## src/rtl/dwt_pkg.sv

```systemverilog
// Shared types and address helpers for the lifting-wavelet scheduler.
package dwt_pkg;

  typedef enum logic [2:0] {
    ST_IDLE,
    ST_ROW_RD,
    ST_ROW_DRAIN,
    ST_COL_RD,
    ST_COL_DRAIN,
    ST_DONE
  } state_e;

  localparam logic BAND_L   = 1'b0;
  localparam logic BAND_H   = 1'b1;
  localparam logic PASS_ROW = 1'b0;
  localparam logic PASS_COL = 1'b1;

  // Position inside a segment after the even/odd split: L half first, H half second.
  function automatic int band_pos(int k, int half);
    return ((k & 1) != 0) ? half + (k >> 1) : (k >> 1);
  endfunction

  function automatic int src_addr(int k, int m, logic pass, int w);
    return (pass == PASS_COL) ? k * w + m : m * w + k;
  endfunction

  function automatic int row_dst(int k, int m, int w);
    return m * w + band_pos(k, w / 2);
  endfunction

  function automatic int col_dst(int k, int m, int w, int h);
    return band_pos(k, h / 2) * w + m;
  endfunction

endpackage

```

## src/rtl/dwt_sched_delay.sv

```systemverilog
// Stall-holdable shift register that carries the write tag alongside the datapath.
module dwt_sched_delay #(
  parameter int DEPTH = 4,
  parameter int DW    = 8
) (
  input  logic          clk,
  input  logic          rst,
  input  logic          en,
  input  logic [DW-1:0] d,
  output logic [DW-1:0] q
);

  logic [DW-1:0] stage_q [DEPTH];
  logic [DW-1:0] stage_d [DEPTH];

  always_comb begin
    for (int i = 0; i < DEPTH; i++) stage_d[i] = stage_q[i];
    if (en) begin
      stage_d[0] = d;
      for (int i = 1; i < DEPTH; i++) stage_d[i] = stage_q[i-1];
    end
  end

  always_ff @(posedge clk or posedge rst) begin
    if (rst) begin
      for (int i = 0; i < DEPTH; i++) stage_q[i] <= '0;
    end else begin
      for (int i = 0; i < DEPTH; i++) stage_q[i] <= stage_d[i];
    end
  end

  assign q = stage_q[DEPTH-1];

endmodule

```

## src/rtl/dwt_lift_sched.sv

```systemverilog
// Row-then-column read/write sequencer for the 2-D lifting wavelet datapath.
//   state        | meaning
//   ST_IDLE      | waiting for start
//   ST_ROW_RD    | row-major reads, one per cycle
//   ST_ROW_DRAIN | PIPE_LAT cycles letting row-pass writes land
//   ST_COL_RD    | column-major reads, one per cycle
//   ST_COL_DRAIN | PIPE_LAT cycles letting column-pass writes land
//   ST_DONE      | one-cycle done pulse
module dwt_lift_sched
  import dwt_pkg::*;
#(
  parameter int IMG_W    = 8,
  parameter int IMG_H    = 8,
  parameter int ADDR_W   = 6,
  parameter int PIPE_LAT = 4
) (
  input  logic              clk,
  input  logic              rst,
  input  logic              start,
  input  logic              stall,
  output logic              busy,
  output logic              done,
  output logic              pass,
  output logic              rd_en,
  output logic [ADDR_W-1:0] rd_addr,
  output logic              rd_bank,
  output logic              phase,
  output logic              seg_first,
  output logic              seg_last,
  output logic              wr_en,
  output logic [ADDR_W-1:0] wr_addr,
  output logic              wr_band
);

  localparam int TW    = (PIPE_LAT > 1) ? $clog2(PIPE_LAT) : 1;
  localparam int TAG_W = 2 + 2 * ADDR_W;

  state_e            state_q, state_d;
  logic [ADDR_W-1:0] k_q, k_d;
  logic [ADDR_W-1:0] m_q, m_d;
  logic [TW-1:0]     tmr_q, tmr_d;

  logic              rd_st;
  logic              col_st;
  logic [ADDR_W-1:0] seg_end;
  logic [ADDR_W-1:0] line_end;
  logic              k_at_end;
  logic              m_at_end;

  logic [TAG_W-1:0]  tag_in;
  logic [TAG_W-1:0]  tag_out;
  logic              t_valid;
  logic              t_pass;
  logic [ADDR_W-1:0] t_k;
  logic [ADDR_W-1:0] t_m;

  assign rd_st    = (state_q == ST_ROW_RD) || (state_q == ST_COL_RD);
  assign col_st   = (state_q == ST_COL_RD) || (state_q == ST_COL_DRAIN) || (state_q == ST_DONE);
  assign seg_end  = col_st ? ADDR_W'(IMG_H - 1) : ADDR_W'(IMG_W - 1);
  assign line_end = col_st ? ADDR_W'(IMG_W - 1) : ADDR_W'(IMG_H - 1);
  assign k_at_end = (k_q == seg_end);
  assign m_at_end = (m_q == line_end);

  always_comb begin
    state_d = state_q;
    k_d     = k_q;
    m_d     = m_q;
    tmr_d   = tmr_q;
    if (!stall) begin
      case (state_q)
        ST_IDLE: begin
          if (start) state_d = ST_ROW_RD;
        end
        ST_ROW_RD, ST_COL_RD: begin
          if (k_at_end) begin
            k_d = '0;
            if (m_at_end) begin
              m_d     = '0;
              tmr_d   = TW'(PIPE_LAT - 1);
              state_d = (state_q == ST_ROW_RD) ? ST_ROW_DRAIN : ST_COL_DRAIN;
            end else begin
              m_d = m_q + ADDR_W'(1);
            end
          end else begin
            k_d = k_q + ADDR_W'(1);
          end
        end
        ST_ROW_DRAIN, ST_COL_DRAIN: begin
          if (tmr_q == '0) begin
            state_d = (state_q == ST_ROW_DRAIN) ? ST_COL_RD : ST_DONE;
          end else begin
            tmr_d = tmr_q - TW'(1);
          end
        end
        ST_DONE: state_d = ST_IDLE;
        default: state_d = ST_IDLE;
      endcase
    end
  end

  always_ff @(posedge clk or posedge rst) begin
    if (rst) begin
      state_q <= ST_IDLE;
      k_q     <= '0;
      m_q     <= '0;
      tmr_q   <= '0;
    end else begin
      state_q <= state_d;
      k_q     <= k_d;
      m_q     <= m_d;
      tmr_q   <= tmr_d;
    end
  end

  assign busy      = (state_q != ST_IDLE);
  // Gated so a stall landing on ST_DONE cannot stretch the pulse.
  assign done      = (state_q == ST_DONE) && !stall;
  assign pass      = col_st;
  assign rd_bank   = col_st;
  assign rd_en     = rd_st && !stall;
  assign rd_addr   = ADDR_W'(src_addr(int'(k_q), int'(m_q), col_st, IMG_W));
  assign phase     = k_q[0];
  assign seg_first = rd_st && (k_q == '0);
  assign seg_last  = rd_st && k_at_end;

  assign tag_in = {rd_en, col_st, k_q, m_q};

  dwt_sched_delay #(
    .DEPTH (PIPE_LAT),
    .DW    (TAG_W)
  ) u_delay (
    .clk (clk),
    .rst (rst),
    .en  (!stall),
    .d   (tag_in),
    .q   (tag_out)
  );

  assign t_valid = tag_out[TAG_W-1];
  assign t_pass  = tag_out[TAG_W-2];
  assign t_k     = tag_out[2*ADDR_W-1:ADDR_W];
  assign t_m     = tag_out[ADDR_W-1:0];

  assign wr_en   = t_valid && !stall;
  assign wr_band = t_k[0];
  assign wr_addr = (t_pass == PASS_COL)
                 ? ADDR_W'(col_dst(int'(t_k), int'(t_m), IMG_W, IMG_H))
                 : ADDR_W'(row_dst(int'(t_k), int'(t_m), IMG_W));

endmodule

```

## config.mk

```make
export PLATFORM = sky130hd
export DESIGN_NAME = dwt_lift_sched
export DESIGN_NICKNAME = d
export VERILOG_FILES = /design/src/rtl/dwt_pkg.sv /design/src/rtl/dwt_sched_delay.sv /design/src/rtl/dwt_lift_sched.sv
export SDC_FILE = /design/constraint.sdc
export NUM_CORES = 1
export LEC_CHECK = 0
export CAP_MARGIN = 10
export CORE_MARGIN = 2
export CORE_UTILIZATION = 38
export DETAILED_ROUTE_END_ITERATION = 6
export HOLD_SLACK_MARGIN = 0.02
export PLACE_DENSITY_LB_ADDON = 0.15
export RECOVER_POWER = 100
export SYNTH_ARGS = -nofsm -noshare
export SYNTH_HDL_FRONTEND = slang
export SYNTH_SLANG_ARGS = --single-unit
```

## constraint.sdc

```tcl
create_clock -name clk -period 4.36 [get_ports clk]
set_input_delay 0.872 -clock clk [delete_from_list [all_inputs] [get_ports clk]]
set_output_delay 0.872 -clock clk [all_outputs]
set_load 0.01 [all_outputs]
```

==> flow_metrics.tcl, run 1 <==
set metrics [dict create \
    grt.overflow.total 0 \
    hold_class "reg -> reg" \
    synth_top_family_by_area "multiplexers" \
    n_antenna_cell 0 \
    holdBufCountCts 0 \
    tightest_slew_ps 1760 \
    stdcell_count 409 \
    clock_latency_ps 340 \
    critPathKind "reg -> out" \
    drc 0 \
    finalSetupViolCount 0 \
    syn_avg_cell_area_um2 12.8 \
    htree_num_levels 3 \
    synth-simple-area-share 0.0923 \
    detailedRoute.firstPassIterationCount 4 \
    clockBufferDepth 2 \
    syn_nets 289 \
    rsz0062_at_grt "false" \
    first_global_vias 2102 \
    cp.arrival_ps 2840 \
    dp_hpwl_mm 3.76 \
    synth_seq_cells 73 \
    netlist_area_um2 3480 \
    finalHoldViolCount 0 \
    required_ps 3490 \
    place.gp.congestion 0.820 \
    end_kind "output port" \
    final_max_slew_viol_count 74 \
    postSynthCellCount 272 \
    crit_fanout 4 \
    cp_cell_sequence "ha_1 > mux2_2 > ha_1 > inv_1 > fa_1 > xnor2_1 > xnor2_1 > mux2_2 > dlygate4sd3_1" \
    crit_path_start_kind "register" \
    grt_max_degree 74 \
    core_area_um2 8810 \
    max_stage_delay_ps 600 \
    wl_per_cell_um 13.9 \
    layout.nets 313 \
    drtIter0Drc 90 \
    clock.fmax_mhz 269 \
    drv_cap 1 \
    muxShareOfSynthArea 0.209 \
    numPlacedInstances 393 \
    setup_tns_ps 0 \
    cts-buffers-inserted 9 \
    violations "capacitance limit, slew limit" \
    synthAdderAreaFrac 0.0553 \
    die_w_um 99.7 \
    areaGrowthSynthToFinish_pct 13.3 \
    pwr_density_cell_nw_per_um2 552 \
    wl_mm 5.70 \
    critPathSlowestCell "dlygate4sd3_1" \
    synth_top_cell_area_share 0.525 \
    cts_tree "yes" \
    post_cts_buffers 0 \
    root_buffer "clkbuf_8" \
    fin_crit_ps 3710 \
    synth_cell_types 43 \
    peakVddDrop_v 0.000307 \
    vias_per_cell 4.97 \
    initial_core_util 0.395 \
    synthFlopType "dfrtp_1" \
    die-area_um2 9950 \
    max-slew-margin-rel -0.171 \
    final_cell_mix "dfrtp_1, mux2_2, nand2_1, dlygate4sd3_1, o21ai_0" \
    yosys_warnings 0 \
    portBuffers 25 \
    cts.sinks 73 \
    yosysSeqAreaShare 0.525 \
    grtUsageTotal 0.131 \
    fin_skew_ps 8.59 \
    async_reset_ff_frac 1.00 \
    drive_gt1_frac 0.286 \
    nFillCells 814 \
    fp.dieH_um 99.7 \
    synth_xor_area_frac 0.0377 \
    num_rows 34 \
    grt_pass1_wl_mm 10.3 \
    status "complete, but fails checks" \
    vias 2031 \
    yosys.area.top_type "dfrtp_1" \
    cts.clk_slew.worst_paths_ps 80 \
    mostFrequentLayoutCell "dfrtp_1" \
    fin_crit_sh 0.852 \
    synth_compound_area_frac 0.0449 \
    antenna_found_initial 0 \
    synth_edf_count 0 \
    boundaryPins 26 \
    cts_resized 0 \
    leakage_uw 0.00182 \
    postRouteAntennaNets 0 \
    synth_area_leaders "dfrtp_1, mux2_2, ha_1" \
]
cells in the mapped netlist (2+ instances only):
| library cell | n |
|---|---|
| buf_2 | 7 |
| buf_4 | 4 |
| clkbuf_1 | 3 |
| dfrtp_1 | 73 |
| fa_1 | 4 |
| ha_1 | 9 |
| inv_1 | 11 |
| mux2_2 | 62 |
| mux2i_1 | 3 |
| nand2_1 | 22 |
| nand2b_1 | 2 |
| nand3_1 | 4 |
| nand4_1 | 3 |
| nor2_1 | 6 |
| nor2b_1 | 2 |
| nor3b_1 | 2 |
| nor4_1 | 2 |
| nor4_4 | 2 |
| o21ai_0 | 12 |
| o22ai_1 | 2 |
| or3_4 | 2 |
| xnor2_1 | 10 |
| xor2_1 | 5 |
state kept, by name (all words and copies together) (netlist names):
signal / cells
k_q: 6
tmr_q: 2
u_delay.q: 14
state_q: 3
m_q: 6
u_delay.stage_q: 42
final timing paths:
kind                                          start  depth (start not counted)  slack (ps)                   to
worst max-delay path                   u_delay.q[9]                          9         650           wr_addr[5]
worst min-delay path            u_delay.stage_q[49]                          2         490  u_delay.stage_q[49]
worst max register to register           state_q[0]                          6        2370               m_q[5]
worst min register to register  u_delay.stage_q[49]                          2         490  u_delay.stage_q[49]
max in group asynchronous                       rst                          3        1730  u_delay.stage_q[52]
min in group asynchronous                       rst                          3        1580  u_delay.stage_q[18]
metrics by stage:
stage | setup WS (ps) | utilization | hold WS (ps) | power [uW] | instance area [um^2]
6_report | 646 | 0.448 | 490 | 2180 | 3950
5_1_grt | 480 | 0.448 | 515 | 2340 | 3950
4_1_cts | 733 | 0.452 | 493 | 2270 | 3980
3_5_place_dp | 1130 | 0.432 | 474 | 1780 | 3800
3_3_place_gp | 1150 | 0.432 | 462 | 1770 | 3800
2_1_floorplan | 1630 | - | 446 | 1480 | 3480
final cells by class:
class                           instances  area [um^2]  area share
Sequential cell                        73         1830       0.463
Inverter                               12         45.0      0.0114
Multi-Input combinational cell        172         1500       0.381
Timing Repair Buffer                   28          258      0.0653
Clock inverter                          7         55.1      0.0140
Tap cell                              108          135      0.0343
Clock buffer                            9          124      0.0314
layer usage:
layer | track usage | wire length, um
met1 | 0.187 | 3030
met2 | 0.188 | 2430
met3 | 0.0260 | 135
met4 | 0.0695 | 97
met5 | 0 | 0
report_power, final:
part	internal, uW	leakage, uW	total, uW	switching, uW
logic	399	0.000802	678	278
registers	861	0.000936	1030	168
clock network	210	0.0000858	471	261
logic make-up after synthesis:
kind of cell | count (synthesis)
DFF | 73
muxes | 65
and+or+nand+nor | 54
xor gates and xnor gates | 15
buffers and inverters | 27
AOI/OAI and AO/OA | 25
adders and majority gates | 13
worst max-delay path, delay by kind of cell (launching register included):
kind	cells	cell delay, ps
adder cells (fa/ha/maj)	3	780
multiplexers	2	390
flip-flops	1	420
buffers and inverters	2	640
XOR/XNOR	2	260
(Power assumes the default switching activity.)
==> inputs of run 2 (changes only) <==
--- a/config.mk
+++ b/config.mk
@@ -8,6 +8,7 @@
 export CAP_MARGIN = 10
 export CORE_MARGIN = 2
 export CORE_UTILIZATION = 38
+export CTS_BUF_LIST = sky130_fd_sc_hd__clkbuf_8
 export DETAILED_ROUTE_END_ITERATION = 6
 export HOLD_SLACK_MARGIN = 0.02
 export PLACE_DENSITY_LB_ADDON = 0.15
==> results of run 2 <==
No change in the layout: final DEF, timing and power equal those of run 1.
